===== src/rtl/ctrl_mc.sv =====
// Multicycle control unit for the SISC core: sequences FETCH/DECODE/EXECUTE/MEM/WB,
// resolves branches against the status register and counts retired instructions.
module ctrl_mc #(
  parameter int OPW  = 4,
  parameter int MMW  = 4,
  parameter int CNTW = 16
) (
  input  logic            clk,
  input  logic            rst_f,
  input  logic [OPW-1:0]  opcode,
  input  logic [MMW-1:0]  mm,
  input  logic [MMW-1:0]  stat,
  input  logic            mem_rdy,
  output logic            mem_req,
  output logic            dm_we,
  output logic            ir_load,
  output logic            pc_write,
  output logic            pc_sel,
  output logic            br_sel,
  output logic            pc_rst,
  output logic            rf_we,
  output logic            wb_sel,
  output logic [1:0]      alu_op,
  output logic            sr_en,
  output logic            halted,
  output logic            illegal,
  output logic [CNTW-1:0] instret
);

  typedef enum logic [2:0] {
    S_START  = 3'd0,
    S_FETCH  = 3'd1,
    S_DECODE = 3'd2,
    S_EXEC   = 3'd3,
    S_MEM    = 3'd4,
    S_WB     = 3'd5,
    S_HALT   = 3'd6
  } state_t;

  localparam logic [OPW-1:0] OP_NOOP = OPW'(0);
  localparam logic [OPW-1:0] OP_ALU  = OPW'(1);
  localparam logic [OPW-1:0] OP_LOD  = OPW'(2);
  localparam logic [OPW-1:0] OP_STR  = OPW'(3);
  localparam logic [OPW-1:0] OP_BRA  = OPW'(4);
  localparam logic [OPW-1:0] OP_BRR  = OPW'(5);
  localparam logic [OPW-1:0] OP_BNE  = OPW'(6);
  localparam logic [OPW-1:0] OP_BNR  = OPW'(7);
  localparam logic [OPW-1:0] OP_HLT  = {OPW{1'b1}};
  localparam logic [CNTW-1:0] CNT_MAX = {CNTW{1'b1}};

  state_t          state_q, state_d;
  logic [CNTW-1:0] instret_q, instret_d;
  logic            illegal_q, illegal_d;
  logic            stat_hit;
  logic            op_known;
  logic            retire;

  assign illegal = illegal_q;
  assign instret = instret_q;

  // Next-state and control decode; branch resolution reads stat in the same cycle.
  always_comb begin
    state_d  = state_q;
    mem_req  = 1'b0;
    dm_we    = 1'b0;
    ir_load  = 1'b0;
    pc_write = 1'b0;
    pc_sel   = 1'b0;
    br_sel   = 1'b0;
    pc_rst   = 1'b0;
    rf_we    = 1'b0;
    wb_sel   = 1'b0;
    alu_op   = 2'b00;
    sr_en    = 1'b0;
    halted   = 1'b0;
    stat_hit = |(stat & mm);
    op_known = (opcode <= OP_BNR) || (opcode == OP_HLT);
    case (state_q)
      S_START: begin
        pc_rst  = 1'b1;
        state_d = S_FETCH;
      end
      S_FETCH: begin
        mem_req = 1'b1;
        if (mem_rdy) begin
          ir_load  = 1'b1;
          pc_write = 1'b1;
          state_d  = S_DECODE;
        end else begin
          state_d  = S_FETCH;
        end
      end
      S_DECODE: begin
        if (opcode == OP_HLT) begin
          state_d = S_HALT;
        end else begin
          state_d = S_EXEC;
        end
      end
      S_EXEC: begin
        state_d = S_FETCH;
        case (opcode)
          OP_ALU: begin
            alu_op  = {1'b0, mm[MMW-1]};
            sr_en   = 1'b1;
            state_d = S_WB;
          end
          OP_LOD, OP_STR: begin
            alu_op  = 2'b10;
            state_d = S_MEM;
          end
          OP_BRA, OP_BRR: begin
            pc_write = stat_hit;
            pc_sel   = stat_hit;
            br_sel   = stat_hit && (opcode == OP_BRR);
          end
          OP_BNE, OP_BNR: begin
            pc_write = !stat_hit;
            pc_sel   = !stat_hit;
            br_sel   = !stat_hit && (opcode == OP_BNR);
          end
          default: begin
            state_d = S_FETCH;
          end
        endcase
      end
      S_MEM: begin
        mem_req = 1'b1;
        dm_we   = (opcode == OP_STR);
        if (mem_rdy) begin
          state_d = (opcode == OP_LOD) ? S_WB : S_FETCH;
        end else begin
          state_d = S_MEM;
        end
      end
      S_WB: begin
        rf_we   = 1'b1;
        wb_sel  = (opcode == OP_LOD);
        state_d = S_FETCH;
      end
      S_HALT: begin
        halted  = 1'b1;
        state_d = S_HALT;
      end
      default: begin
        state_d = S_START;
      end
    endcase
  end

  // Retirement counter and sticky illegal-opcode flag.
  always_comb begin
    retire    = (state_d == S_FETCH) &&
                ((state_q == S_EXEC) || (state_q == S_MEM) || (state_q == S_WB));
    instret_d = instret_q;
    illegal_d = illegal_q;
    if (retire && (instret_q != CNT_MAX)) begin
      instret_d = instret_q + {{(CNTW-1){1'b0}}, 1'b1};
    end else begin
      instret_d = instret_q;
    end
    if ((state_q == S_DECODE) && (state_d == S_EXEC) && !op_known) begin
      illegal_d = 1'b1;
    end else begin
      illegal_d = illegal_q;
    end
  end

  // State registers with synchronous reset.
  always_ff @(posedge clk) begin
    if (rst_f) begin
      state_q   <= S_START;
      instret_q <= {CNTW{1'b0}};
      illegal_q <= 1'b0;
    end else begin
      state_q   <= state_d;
      instret_q <= instret_d;
      illegal_q <= illegal_d;
    end
  end

endmodule


===== config.mk =====
export PLATFORM = sky130hd
export DESIGN_NAME = ctrl_mc
export DESIGN_NICKNAME = d
export VERILOG_FILES = /design/src/rtl/ctrl_mc.sv
export SDC_FILE = /design/constraint.sdc
export NUM_CORES = 1
export LEC_CHECK = 0
export CAP_MARGIN = 20
export CORE_ASPECT_RATIO = 0.7
export CORE_MARGIN = 1
export CORE_UTILIZATION = 40
export DETAILED_ROUTE_END_ITERATION = 16
export PLACE_DENSITY = 0.72
export SYNTH_ARGS = -nofsm -noshare
export SYNTH_HDL_FRONTEND = slang
export SYNTH_SLANG_ARGS = --single-unit
export TNS_END_PERCENT = 100

===== constraint.sdc =====
create_clock -name clk -period 3 [get_ports clk]
set_input_delay 0.3 -clock clk [delete_from_list [all_inputs] [get_ports clk]]
set_output_delay 0.3 -clock clk [all_outputs]
set_load 0.01 [all_outputs]

# ---- Yosys cells after proc, flatten, opt, wreduce, memory -nomap -nowiden
# Cells that the tools add are included.
dict set report op_classes {
  n_addsub 1
  magnitude_cmp 1
  eq_ne 17
  n_mux 23
  n_bitwise 1
  reduce_logical 18
}
# op n
set op_table {}
lappend op_table {{$pmux W3 S6} 1}
lappend op_table {{$add A16 B1 Y16 const B} 1}
lappend op_table {{$eq A4 B3 Y1 const B} 4}
lappend op_table {{$ne A16 B16 Y1 const B} 1}
lappend op_table {{$mux W1} 12}
lappend op_table {{$reduce_or A2 Y1} 5}
lappend op_table {{$eq A3 B2 Y1 const B} 3}
lappend op_table {{$eq A3 B3 Y1 const B} 3}
lappend op_table {{$mux W3} 3}
lappend op_table {{$eq A4 B2 Y1 const B} 2}
lappend op_table {{$eq A3 B1 Y1 const B} 2}
lappend op_table {{$logic_and A1 B1 Y1} 6}
lappend op_table {{$pmux W1 S2} 3}
lappend op_table {{$pmux W3 S2} 1}
lappend op_table {{$and A4 B4 Y4} 1}
lappend op_table {{$eq A4 B1 Y1 const B} 1}
lappend op_table {{$eq A4 B4 Y1 const B} 1}
lappend op_table {{$le A4 B3 Y1 const B} 1}
lappend op_table {{$mux W2} 2}
lappend op_table {{$pmux W2 S2} 1}
lappend op_table {{$reduce_or A4 Y1} 1}
lappend op_table {{$logic_not A3 Y1} 1}
lappend op_table {{$logic_or A1 B1 Y1} 3}
lappend op_table {{$logic_not A1 Y1} 2}
dict set report totals {
  register_bits 20
  inputBits 15
  output_inout_bits 30
  word_cells 64
}

# ---- Longest topological paths before layout
# Gate-level depths: netlist (run 1).
dict set report depth {
  depth_word 7
  mapped_depth 9
  depth_no_buf 6
}

# ---- Worst setup path after synthesis (run 1)
# OpenSTA, ideal clock, no wires.
dict set report synth_path {
  path_type {register to register}
  from {register instret_q[0], in the netlist instret[0]}
  to {register instret_q[1], in the netlist instret[1]}
  setup_ns 0.128
  t_arrival_ns 1.915
  required_time_ns 2.872
  setup_slack_ns 0.958
  stages_incl_launch_ff 9
  path_buffers 2
  synth_period_minus_slack_ns 2.042
  path_cell_list {dfxtp_1 > ha_1 > nand4_1 > or4_1 > o31ai_4 > buf_6 > buf_8 > mux2i_1 > nor2_1}
}
dict set report synth_between {
  elab_chain_len 2
  elab_cells_between_ends 3
  cone_classes {add/sub (1); eq/ne (1); reduce/logical (1)}
}
# item line_no
set synth_rtl {}
lappend synth_rtl {{start, declared} 52} ;# logic [CNTW-1:0] instret_q, instret_d;
lappend synth_rtl {{start signal, assigned} 173} ;# instret_q <= {CNTW{1'b0}};
lappend synth_rtl {{start signal, assigned} 177} ;# instret_q <= instret_d;
lappend synth_rtl {{parallel branches: the longest is 2 deep, another holds $add A16 B1 Y16} -}
# Several ways; the timed one is not identified.
# A chain may end at the register's enable or synchronous reset.

# ---- Worst setup path after layout (run 1)
dict set report layout_path {
  from {input stat[1]}
  to {output pc_write}
}
dict set report layout_between {
  elab_chain_len 5
}
# item line_no
set layout_rtl {}
lappend layout_rtl {{start, declared} 12} ;# input logic [MMW-1:0] stat,
lappend layout_rtl {{$and A4 B4 Y4 (*)} 76} ;# stat_hit = |(stat & mm);
lappend layout_rtl {{$reduce_or A4 Y1 (*)} 76}
lappend layout_rtl {{$logic_not A1 Y1} 118} ;# pc_write = !stat_hit;
lappend layout_rtl {{$pmux W1 S2 (*)} 102} ;# case (opcode)
lappend layout_rtl {{$pmux W1 S2 (*)} 78} ;# case (state_q)
lappend layout_rtl {{end, declared} 17} ;# output logic pc_write,
# Mark *: on every way between the ends. The rest lies on a longest branch, timed or not.

==> impl_metrics.yaml, run 1 <==
critical_path:
  path_max_fanout: 3
  reg2reg_depth: 7
  r2r-start: "instret[0]$_SDFFE_PP0P_"
  cp.required_ps: 2700
  end_kind: "primary output"
  cpLargestDelayFamily: "buffers and inverters"
  critPathMostFrequentCell: "clkdlybuf4s50_1"
  critPathCapture: "pc_write"
  reg2reg_slack_ps: 770
  critPathLaunchType: "input pin"
  critPathKind: "in2out"
  critical_path_depth: 7
  arrival_ps: 2250
  critPathLaunch: "stat[1]"
  cp_slowest_cell: "clkdlybuf4s50_1"
  crit_path_cell_trace: "clkdlybuf4s50_1 -> a22o_1 -> a221oi_1 -> xnor2_1 -> nand3b_1 -> o21ai_0 -> clkdlybuf4s50_1"
  cp_slowest_stage_delay_ps: 560
  crit_buf_inv: 2
  r2r_end: "instret[2]$_SDFFE_PP0P_"
clock_tree:
  cts_sinks: 20
  clk_latency_ps: 260
  postCtsHoldBufs: 0
  cts_setup_buffers: 0
  cts_tree: "yes"
  h-tree-depth: 1
  cts_resized: 0
  root_buffer: "clkbuf_8"
  clk_path_buf_depth: 2
  cts.clk_slew.worst_paths_ps: 80
  numCtsBuffers: 3
synth:
  synth_area_sq_um: 1200
  syn_inst: 156
  async_flop_share_pct: 0
  avgSynthCellArea_sq_um: 7.68
  synth_top_flop_cell: "dfxtp_1"
  syn_nets: 172
  synth_top_area_cell: "dfxtp_1"
  synth-edff-count: 0
  yosysTopAreaCellShare_pct: 33.4
  yosys_warnings: 0
  ys_top_cells_by_area: "dfxtp_1 (33%), a21oi_1 (5.9%), nor2_1 (5.6%)"
  ys_ff_latch: 20
  seq_area_frac_synth_pct: 33.4
  yosysUniqueCellTypes: 40
route:
  wl_um: 3310
  antenna_left: 0
  drc: 0
  via_count: 1322
  wl_per_cell_um: 14.1
  dr.pass1.iters: 4
  vias_per_cell: 5.63
  drtIter0Drc: 61
global_routing:
  grt_usage_pct: 22.7
  overflow: 0
  grt_pass1_vias: 1196
  antenna_found_initial: 0
  grt_max_degree: 24
  grt_first_pass_wirelength_um: 5430
  top_usage_layer: "met2"
  met2_usage_pct: 40.2
  met3_usage_pct: 6.19
  met1_usage_pct: 28.9
timing:
  tightest_slew_ps: 823
  max_slew_margin_pct: 44.9
  fin_skew_ps: 0.963
  setup_violations: 0
  fmax_mhz: 392
  finalHoldViolations: 0
  grt_setup_unrepaired: "no"
  min_period_ps: 2550
  setup_tns_ps: 0
  drv_slew: 0
  timing.final.ws_setup_ps: 452
  finalCritPeriodShare_pct: 84.9
placement:
  place.gp.congestion: 0.856
  post-place-ws_ps: 344
  port_buffers: 44
  dp_hpwl_um: 2530
power:
  p_per_area_nw_per_um2: 360
  swShare_pct: 21.7
  p_comb_share_pct: 12.1
  power_uw: 623
  p_leak_nw: 0.561
  clock_power_share_pct: 43.7
  ir_drop_v: 0.000324
  p_seq_share_pct: 44.2
  p_int_uw: 488
  p_switching_uw: 135
job:
  maxCapViolations: 0
die:
  dieWidth_um: 67.4
  die_h_um: 47.8
  initial_utilization_pct: 42.4
  io_pins: 45
  die-area_sq_um: 3220
  core-area_sq_um: 2820
  rows: 16
final_layout:
  nets: 216
  utilization_pct: 61.4
  layout-drive-gt1-share_pct: 6.53
  area_growth_pct: 44.7
  diodes: 0
run_status:
  outcome: "complete, no violations"
worst_hold_path:
  holdCritPathClass: "reg2reg"
[cell families (layout without fill, tap and decap cells)]
| family | Yosys count | in the layout | synth area share [%] |
|---|---|---|---|
| buffers and inverters | 14 | 57 | 5.96 |
| xor gates and xnor gates | 3 | 3 | 2.19 |
| AOI/OAI and AO/OA | 38 | 38 | 19.6 |
| DFF | 20 | 20 | 33.4 |
| adders and majority gates | 1 | 1 | 1.04 |
| muxes | 3 | 3 | 2.72 |
| and+or+nand+nor | 77 | 77 | 35.0 |
[per-stage QoR]
stage	instance area, sq um	std cells	hold WS [ps]
after floorplan	1200	156	484
after global placement	1660	231	456
after detailed placement	1660	231	467
after CTS	1730	235	502
after global routing	1730	235	535
final	1730	235	508
[worst register-to-register path: stages (launching register included)]
cell and delay, ps:
dfxtp_1 450, ha_1 260, nand4_1 190, or4_1 560
o31ai_4 160, buf_12 200, nor2_2 40, mux2_2 250
[power groups by stage]
stage                     logic [mW]  clock network, mW  registers [mW]
after global routing          0.0819              0.286           0.277
final                         0.0752              0.272           0.276
after detailed placement      0.0745                  0           0.282
after CTS                     0.0750              0.274           0.276
after floorplan               0.0367                  0           0.278
after global placement        0.0735                  0           0.281
[flip-flops by register name, indices dropped and copies added, names as in the netlist]
signal,count
state_q,3
illegal,1
instret,16
[cell type report]
type,instances,area [sq um]
Fill cell,252,1090
Multi-Input combinational cell,122,726
Timing Repair Buffer,45,460
Sequential cell,20,400
Tap cell,36,45.0
Clock buffer,3,41.3
Clock inverter,1,30.0
Inverter,8,30.0
[synthesized netlist by cell type, types with 2 or more instances]
cell and instances:
dfxtp_1 20, nor2_1 18, a21oi_1 14, o21ai_0 13
nand3_1 11, nand2_1 9, inv_1 8, or3_1 7
nand4_1 5, nor2b_1 4, nor3_1 4, or4_1 4
clkbuf_1 3, o31ai_1 3, a211oi_1 2, and3_1 2
mux2_2 2, nand3b_1 2, nor4_1 2, or2_2 2
xnor2_1 2
[layout by cell type, fill, tap and decap left out, types with 5 or more instances in the layout]
cell type	instances
nand4_1	5
inv_1	8
o21ai_0	13
nand2_1	9
nand3_1	11
nor2_1	18
clkdlybuf4s50_1	44
or3_1	7
dfxtp_1	20
a21oi_1	14
[how the worst min path moves through the flow]
stage | start | end | slack, ps | cells past startpoint
floorplan | rst_f | instret[14]$_SDFFE_PP0P_ | 480 | 3
global placement | illegal$_SDFFE_PP0P_ | illegal$_SDFFE_PP0P_ | 460 | 2
detailed placement | illegal$_SDFFE_PP0P_ | illegal$_SDFFE_PP0P_ | 470 | 2
CTS | illegal$_SDFFE_PP0P_ | illegal$_SDFFE_PP0P_ | 500 | 2
global route | instret[10]$_SDFFE_PP0P_ | instret[10]$_SDFFE_PP0P_ | 530 | 2
finish | illegal$_SDFFE_PP0P_ | illegal$_SDFFE_PP0P_ | 510 | 2
[metal layers]
| layer | wire, um | vias up | part of all wire, % |
|---|---|---|---|
| met3 | 140 | 2 | 4.2 |
| li1 | - | 654 | - |
| met1 | 1590 | 631 | 48 |
| met5 | 0 | - | 0 |
| met2 | 1560 | 35 | 47 |
| met4 | 13 | 0 | 0.39 |
(Power assumes the default switching activity.)
==> run 2, diff against run 1 <==
--- a/config.mk
+++ b/config.mk
@@ -8,9 +8,9 @@
 export CAP_MARGIN = 20
 export CORE_ASPECT_RATIO = 0.7
 export CORE_MARGIN = 1
-export CORE_UTILIZATION = 40
+export CORE_UTILIZATION = 39
 export DETAILED_ROUTE_END_ITERATION = 16
-export PLACE_DENSITY = 0.72
+export PLACE_DENSITY = 0.73
 export SYNTH_ARGS = -nofsm -noshare
 export SYNTH_HDL_FRONTEND = slang
 export SYNTH_SLANG_ARGS = --single-unit
==> constraint.sdc (replaced) <==
create_clock -name clk -period 2.2 [get_ports clk]
set_input_delay 0.22 -clock clk [delete_from_list [all_inputs] [get_ports clk]]
set_output_delay 0.22 -clock clk [all_outputs]
set_load 0.01 [all_outputs]
==> run 2 against run 1 <==
Net effect:
- final cell count grew 5.5%
- clock power grew 6%
- hold slack lost 19 ps
- die area grew 2.5%
- final area grew 4.9%
- sequential share of layout area shrank 0.87 points
- critical path depth is the same
- first-iteration DRC count grew 30%
- non-clock buffer count grew 13
- total power grew 26%
- worst setup slack lost 310 ps
- via count grew 4.4%
- highest routed layer unchanged
==> impl_metrics.yaml, run 2 (same netlist as run 1, synthesis figures left out) <==
worst_hold_path:
  holdCritPathClass: "reg2reg"
clock_tree:
  cts_tree: "yes"
  clk_path_buf_depth: 2
  cts_sinks: 20
  root_buffer: "clkbuf_8"
  h-tree-depth: 1
  cts.clk_slew.worst_paths_ps: 70
  numCtsBuffers: 3
  postCtsHoldBufs: 0
  clk_latency_ps: 260
placement:
  dp_hpwl_um: 2830
  place.gp.congestion: 0.821
  port_buffers: 44
  dpl_cell_area_sq_um: 1750
  post-place-ws_ps: -166
final_layout:
  final_area_sq_um: 1820
  nets: 229
  utilization_pct: 63.5
  n_fill_cell: 248
  area_growth_pct: 51.8
  layout_common_cells: "clkdlybuf4s50_1 (39), nor2_1 (17), dfxtp_1 (17)"
  final_common_cell: "clkdlybuf4s50_1"
  diodes: 0
  layout-drive-gt1-share_pct: 15.6
  largest_register_ffs: 16
timing:
  tightest_slew_ps: 633
  min_period_ps: 2060
  max_slew_margin_pct: 57.7
  worst_hold_slack_ps: 489
  fmax_mhz: 485
  setup_violations: 0
  fin_skew_ps: 1.19
  setup_tns_ps: 0
  timing.final.ws_setup_ps: 137
  finalCritPeriodShare_pct: 93.8
  drv_slew: 0
  finalHoldViolations: 0
  grt_setup_unrepaired: "no"
global_routing:
  grt_max_degree: 18
  met1_usage_pct: 33.6
  grt_usage_pct: 25.5
  top_usage_layer: "met2"
  grt_pass1_vias: 1345
  met3_usage_pct: 5.90
  grt_first_pass_wirelength_um: 6320
  antenna_found_initial: 0
  met2_usage_pct: 39.4
  overflow: 0
power:
  ir_drop_v: 0.000247
  p_per_area_nw_per_um2: 432
  p_leak_nw: 0.657
critical_path:
  crit_path_cell_trace: "clkdlybuf4s50_1 -> or4b_4 -> and3_4 -> o31ai_4 -> buf_4 -> nor2_2 -> mux2_2"
  cp.required_ps: 2360
  critPathLaunchType: "input pin"
  cpLargestDelayFamily: "buffers and inverters"
  crit_buf_inv: 2
  cp_slowest_stage_delay_ps: 510
  arrival_ps: 2220
  end_kind: "flip-flop"
  critPathKind: "in2reg"
  cp_slowest_cell: "clkdlybuf4s50_1"
  path_max_fanout: 13
run_status:
  outcome: "complete, no violations"
die:
  core-area_sq_um: 2860
  io_pins: 45
  die-area_sq_um: 3300
  die_h_um: 48.4
  initial_utilization_pct: 41.8
  rows: 16
  dieWidth_um: 68.2
route:
  dr.pass1.iters: 4
  wl_um: 3660
  drtIter0Drc: 79
  via_count: 1380
  wl_per_cell_um: 14.8
  vias_per_cell: 5.56
  drc: 0
  antenna_left: 0
job:
  maxCapViolations: 0
==> run 2: cell count changes in the layout (fill, tap and decap cells not counted), sizes merged <==
cell           change
buf               +13
bufinv             -1
clkbuf             +1
clkdlybuf4s50      -5
dlygate4sd2        +4
dlymetal6s2s       +1
==> run 2: worst paths after layout <==
kind,from,slack [ps],to,depth (start not counted)
worst max-delay path,opcode[1],140,instret[2]$_SDFFE_PP0P_,7
worst min register to register,illegal$_SDFFE_PP0P_,490,illegal$_SDFFE_PP0P_,2
worst max register to register,instret[7]$_SDFFE_PP0P_,170,instret[2]$_SDFFE_PP0P_,6
worst min-delay path,illegal$_SDFFE_PP0P_,490,illegal$_SDFFE_PP0P_,2
==> run 2: stage by stage <==
stage          power [mW]  cells
2_1_floorplan       0.429    156
3_3_place_gp        0.496    244
3_5_place_dp        0.501    244
4_1_cts             0.787    248
5_1_grt             0.813    248
6_report            0.785    248
==> run 2: metal layers <==
layer	part of all wire, %	vias up
li1	-	685
met1	45	640
met2	47	42
met3	4.1	13
met4	3.1	0
met5	0	-
==> run 2: timing repair <==
action / in CTS / in global routing
resized for setup: 6 / 7
pin swaps: 0 / 0
setup endpoints to repair: 6 / 5
buffers inserted: 0 / 0
endpoints found under the hold margin: 0 / 0
cloned: 0 / 0
==> run 2: power breakdown <==
| group | switching (mW) | internal (mW) |
|---|---|---|
| Sequential | 0.00671 | 0.367 |
| Clock | 0.128 | 0.160 |
| Combinational | 0.0569 | 0.0665 |
==> run 2: cell type report <==
| class | instances | area [sq um] | share of cell area [%] |
|---|---|---|---|
| well taps | 36 | 45.0 | 2.48 |
| inverters | 8 | 30.0 | 1.65 |
| flip-flops and latches | 20 | 404 | 22.2 |
| multi-input cells | 122 | 741 | 40.7 |
| repair buffers | 58 | 543 | 29.9 |
| clock buffers | 4 | 55.1 | 3.03 |
==> run 2: worst min-delay path, stage by stage (launching register included) <==
cell	delay (ps)
dfxtp_1	330
a21oi_1	40
nor2_1	80
==> RTL change 1, RTL diff (flow settings as in run 2) <==
Set the parameter `OPW` to 3 (it was 4).
--- a/src/rtl/ctrl_mc.sv
+++ b/src/rtl/ctrl_mc.sv
@@ -1,7 +1,7 @@
 // Multicycle control unit for the SISC core: sequences FETCH/DECODE/EXECUTE/MEM/WB,
 // resolves branches against the status register and counts retired instructions.
 module ctrl_mc #(
-  parameter int OPW  = 4,
+  parameter int OPW  = 3,
   parameter int MMW  = 4,
   parameter int CNTW = 16
 ) (
Interface: changed (resized opcode); port bits go from 45 to 44. The function was not compared with the original's and may differ.
==> RTL change 1 against run 2 <==
- sequential cell count unchanged
- largest power group unchanged
- area after synthesis is 3.8% higher
- final area rose by 0.34%
- combinational power increased by 27%
- critical path depth decreased by 4
- total power fell by 0.25%
- critical endpoint is now ir_load
- worst setup slack got worse by 37 ps
- highest routed layer unchanged
- critical path type is now flip-flop to output port
- non-clock buffer count down 3
- first-iteration DRC count is 35% lower
- cell count down 4.4%
- register-to-register slack gained 40 ps
- routed wire length shrank 12%
==> RTL change 1: results (changes against run 2) <==
Hold Path Sink: illegal
share of layout cells above drive strength 1: 13.4% (-2.1 points)
Max Slew Vio Count: 0 (unchanged)
Initial DRC Count: 51 (-35%)
CTS max path bufs: 2 (unchanged)
via count: 1,369 (-0.80%)
r2r endpoint: instret[5]
final WL: 3210 um (-12%)
worst reg2reg setup slack: 210 ps (+40 ps)
dominant cells by area after synthesis: dfxtp_1 32%, a21oi_1 6.4%, or4_1 6.0%, o31ai_1 5.4%, and3_1 3.5%
CP max-delay cell: or4_4
critical hold path startpoint: illegal
cells on worst reg2reg path: 6 (unchanged)
Tot GR Track Use: 19.2% (-6.3 points)
worst-path fanout max: 12 (-1)
sequential-to-total area share from yosys stat: 32.2% (-1.2 points)
H-tree depth: 1 (unchanged)
Fill cells: 259 (+4.4%)
max incr delay on CP: 600 ps (+90 ps)
asr flop ratio synth: 0% (unchanged)
commonest cells in the netlist: 20 x dfxtp_1, 16 x a21oi_1, 10 x nor2_1, 10 x or4_1, 9 x o31ai_1
wire length of the first global-routing pass: 5370 um (-15%)
synth unique cells: 45 (+13%)
post-placement setup slack: -206 ps (-40.6 ps)
post-CTS setup buffer count: 0 (unchanged)
Hold Crit Depth: 1 (-1)
Worst Skew: 1.92 ps (+0.725 ps)
Clock Latency Late Sink: 260 ps (about the same)
Antenna Cells: 0 (unchanged)
vias in the first global route: 1,183 (-12%)
FF-to-FF Start: state_q[2]
Port Buffer Count: 43 (-2.3%)
hpwl dp: 2430 um (-14%)
Min-Delay Path Class: flip-flop to flip-flop
max reg flops: 16 (unchanged)
Root Buffer: clkbuf_8
initial antenna violation count: 0 (unchanged)
Synth warnings: 0 (unchanged)
static leakage: 0.699 nW (+6.4%)
critical path's top delay family: simple AND/OR/NAND/NOR gates
Worst EP arrival: 1880 ps (-340 ps)
peak supply drop: 360 uV (+46%)
GP Congestion: 0.825 (+0.48%)
outcome: finished, final reports clean
Post-Syn Nets: 168 (-2.3%)
largest net degree at the start of global routing: 27 (+9)
Layout Nets: 218 (-4.8%)
number of CTS-inserted buffers: 3 (unchanged)
max_slew headroom: 68.6% (+11 points)
clk slew on worst S/H paths: 70 ps (about the same)
DR pass1 iterations: 4 (unchanged)
==> RTL change 1: what timing repair did <==
action	CTS	global route
endpoints found under the setup margin	5	4
resized for setup	6	4
gates cloned	0	0
hold buffers	0	0
==> RTL change 1: cell families (layout without fill, tap and decap cells) <==
kind of cell             count (synthesis)  in the layout  share of synthesized area, %
multiplexers                             1              1                         0.906
flip-flops                              20             20                          32.2
AND/OR/NAND/NOR                         69             69                          34.4
XOR/XNOR                                 2              2                          1.41
buffers and inverters                   17             65                          7.25
adder cells (fa/ha/maj)                  1              1                          1.01
AO/OA/AOI/OAI                           43             43                          22.8
==> RTL change 1: cell type report <==
| cell class | instances | area share, % |
|---|---|---|
| multi-input cells | 116 | 42.4 |
| repair buffers | 55 | 29.2 |
| flip-flops and latches | 20 | 22.2 |
| well taps | 36 | 2.47 |
| clock buffers | 3 | 2.26 |
| inverters | 7 | 1.44 |
==> RTL change 1: through the flow <==
| step | std cells | setup TNS, ps | area, um^2 | hold slack (ps) | utilization, % |
|---|---|---|---|---|---|
| final | 237 | 0 | 1820 | 474 | 62.8 |
| after global routing | 237 | 0 | 1820 | 484 | 62.8 |
| after CTS | 237 | 0 | 1810 | 475 | 62.3 |
| after detailed placement | 234 | -540 | 1760 | 462 | 60.5 |
| after global placement | 234 | -396 | 1760 | 452 | 60.5 |
| after floorplan | 153 | 0 | 1240 | 395 | - |
==> RTL change 1: power breakdown <==
group	internal [mW]	leakage [nW]	total (mW)	switching [mW]
Clock	0.122	0.0216	0.240	0.118
Sequential	0.369	0.162	0.387	0.0172
Combinational	0.0874	0.515	0.156	0.0691
Total	0.579	0.699	0.783	0.204
==> RTL change 1: worst max-delay path by stage <==
| stage | to | start | cells past startpoint | slack [ps] |
|---|---|---|---|---|
| final | ir_load | state_q[2] | 3 | 100 |
| after global routing | alu_op[0] | state_q[2] | 4 | 30 |
| after CTS | ir_load | state_q[0] | 4 | 9 |
| after detailed placement | br_sel | stat[2] | 7 | -210 |
| after global placement | br_sel | stat[2] | 7 | -170 |
| after floorplan | instret[5] | instret[0] | 7 | 230 |
==> RTL change 1: per-layer routing <==
layer  wire, um  global-route usage (%)
met5          0                       0
met4         27                    4.08
met3        108                    4.96
met2       1490                    30.9
met1       1580                    25.9
==> RTL change 2, RTL diff (settings of run 2) <==
Made on the original files. The 7 states of `state_t` get a Gray code encoding in 3 bits.
--- a/src/rtl/ctrl_mc.sv
+++ b/src/rtl/ctrl_mc.sv
@@ -28,13 +28,13 @@
 );
 
   typedef enum logic [2:0] {
-    S_START  = 3'd0,
-    S_FETCH  = 3'd1,
-    S_DECODE = 3'd2,
-    S_EXEC   = 3'd3,
-    S_MEM    = 3'd4,
-    S_WB     = 3'd5,
-    S_HALT   = 3'd6
+    S_START  = 3'b000,
+    S_FETCH  = 3'b001,
+    S_DECODE = 3'b011,
+    S_EXEC   = 3'b010,
+    S_MEM    = 3'b110,
+    S_WB     = 3'b111,
+    S_HALT   = 3'b101
   } state_t;
 
   localparam logic [OPW-1:0] OP_NOOP = OPW'(0);
Behaviour: no difference found for any inputs over 10 cycles, from zero or initial values and one cycle with rst_f high; not proved beyond that.
==> RTL change 2 against run 2 <==
- worst setup slack got worse by 71 ps
- critical endpoint is now br_sel
- routed wire length grew 2.3%
- area after synthesis increased by 4.9%
- highest routed layer is now met3
- sequential cell count is the same
- final area rose by 5.9%
- total power down 5.7%
- cell count increased by 1.2%
- clock skew rose by 0.65 ps
==> RTL change 2: results (changes against run 2) <==
outcome: finished, final reports clean
CP max-delay cell: clkdlybuf4s50_1
via count: 1,435 (+4.0%)
Tot GR Track Use: 22.6% (-2.9 points)
power per cell area: 384 nW/um^2 (-11%)
CTS max path bufs: 2 (unchanged)
synth unique cells: 47 (+18%)
dpl cell area: 1830 um^2 (+4.9%)
post-placement setup slack: -472 ps (-306 ps)
Worst Skew: 1.85 ps (+0.655 ps)
sequential-to-total area share from yosys stat: 31.9% (-1.6 points)
final WL: 3750 um (+2.3%)
number of CTS-inserted buffers: 3 (unchanged)
worst-path fanout max: 2 (-11)
clock network fraction of design power: 31.7% (-5.0 points)
Post-Syn Nets: 173 (+0.58%)
Synth warnings: 0 (unchanged)
vias in the first global route: 1,339 (-0.45%)
Fill cells: 259 (+4.4%)
dominant cells by area after synthesis: dfxtp_1 32%, a21oi_1 6.0%, o31ai_1 4.2%, or4_1 4.2%, nand2_1 3.0%
Hold Crit Depth: 2 (unchanged)
cells on worst reg2reg path: 6 (unchanged)
share of layout cells above drive strength 1: 15.8% (+0.25 points)
static leakage: 0.704 nW (+7.2%)
wire length of the first global-routing pass: 6350 um (+0.44%)
Gate power share: 18.3% (+2.6 points)
max reg flops: 16 (unchanged)
clk slew on worst S/H paths: 70 ps (about the same)
DR pass1 iterations: 4 (unchanged)
Antenna Cells: 0 (unchanged)
asr flop ratio synth: 0% (unchanged)
critical path's top delay family: buffers and inverters
Root Buffer: clkbuf_8
Clock Latency Late Sink: 250 ps
Min-Delay Path Class: flip-flop to flip-flop
Gate Count Post-Synth: 157 (+0.64%)
commonest cells in the netlist: 20 x dfxtp_1, 15 x a21oi_1, 10 x nand2_1, 10 x nor2_1
H-tree depth: 1 (unchanged)
sw frac: 24.2% (-0.23 points)
Layout Nets: 233 (+1.7%)
max_slew headroom: 67.6% (+10 points)
initial antenna violation count: 0 (unchanged)
final cell count without fillers: 251 (+1.2%)
GP Congestion: 0.839 (+2.2%)
hpwl dp: 2800 um (-1.1%)
largest net degree at the start of global routing: 13 (-5)
peak supply drop: 333 uV (+35%)
Initial DRC Count: 100 (+27%)
max incr delay on CP: 400 ps (-110 ps)
Port Buffer Count: 44 (unchanged)
ys flop type: dfxtp_1
Worst EP arrival: 1910 ps (-310 ps)
RTL change 2: changes by cell type after synthesis, moves of 4 or more:
cell / before / now
nor2_1: 18 / 10
o21ai_0: 13 / 5
o21ai_1: 0 / 4
inv_1: 8 / 4
o31ai_1: 3 / 7
nand3_1: 11 / 5
RTL change 2: routing by layer:
| metal | wire [um] | track usage, % |
|---|---|---|
| met2 | 1760 | 35.9 |
| met4 | 0 | 2.67 |
| met3 | 159 | 4.91 |
| met1 | 1830 | 32.5 |
| met5 | 0 | 0 |
RTL change 2: logic make-up (layout without fill, tap and decap cells):
group | after synthesis | count (layout) | synth area share [%]
adders and majority gates | 1 | 1 | 0.996
buffers and inverters | 14 | 72 | 5.68
AOI/OAI and AO/OA | 44 | 44 | 23.1
muxes | 2 | 2 | 1.79
and+or+nand+nor | 75 | 75 | 35.9
DFF | 20 | 20 | 31.9
xor gates and xnor gates | 1 | 1 | 0.697
RTL change 2: final cells by class:
class                      count  area [um^2]  area share [%]
multi-input combinational    123          825            42.8
timing repair buffer          64          594            30.9
sequential                    20          400            20.8
tap                           36         45.0            2.34
clock buffer                   3         41.3            2.15
inverter                       5         18.8           0.975
RTL change 2: what timing repair did:
action / CTS / global route
endpoints found under the hold margin: 0 / 0
endpoints found under the setup margin: 5 / 8
resized for setup: 6 / 7
buffers inserted: 0 / 1
pin swaps: 1 / 3
hold buffers: 0 / 0
RTL change 2: final timing paths:
check                  start     endpoint  slack, ps
hold / removal       illegal      illegal        470
setup reg to reg  instret[0]  instret[14]        160
setup / recovery     stat[0]       br_sel         70
hold reg to reg      illegal      illegal        470
RTL change 2: worst register-to-register path, stage by stage (launching register included):
cell,delay [ps]
dfxtp_1,430
ha_1,250
clkinv_1,90
or3_1,420
nand2b_1,220
or4_1,410
a21oi_1,150
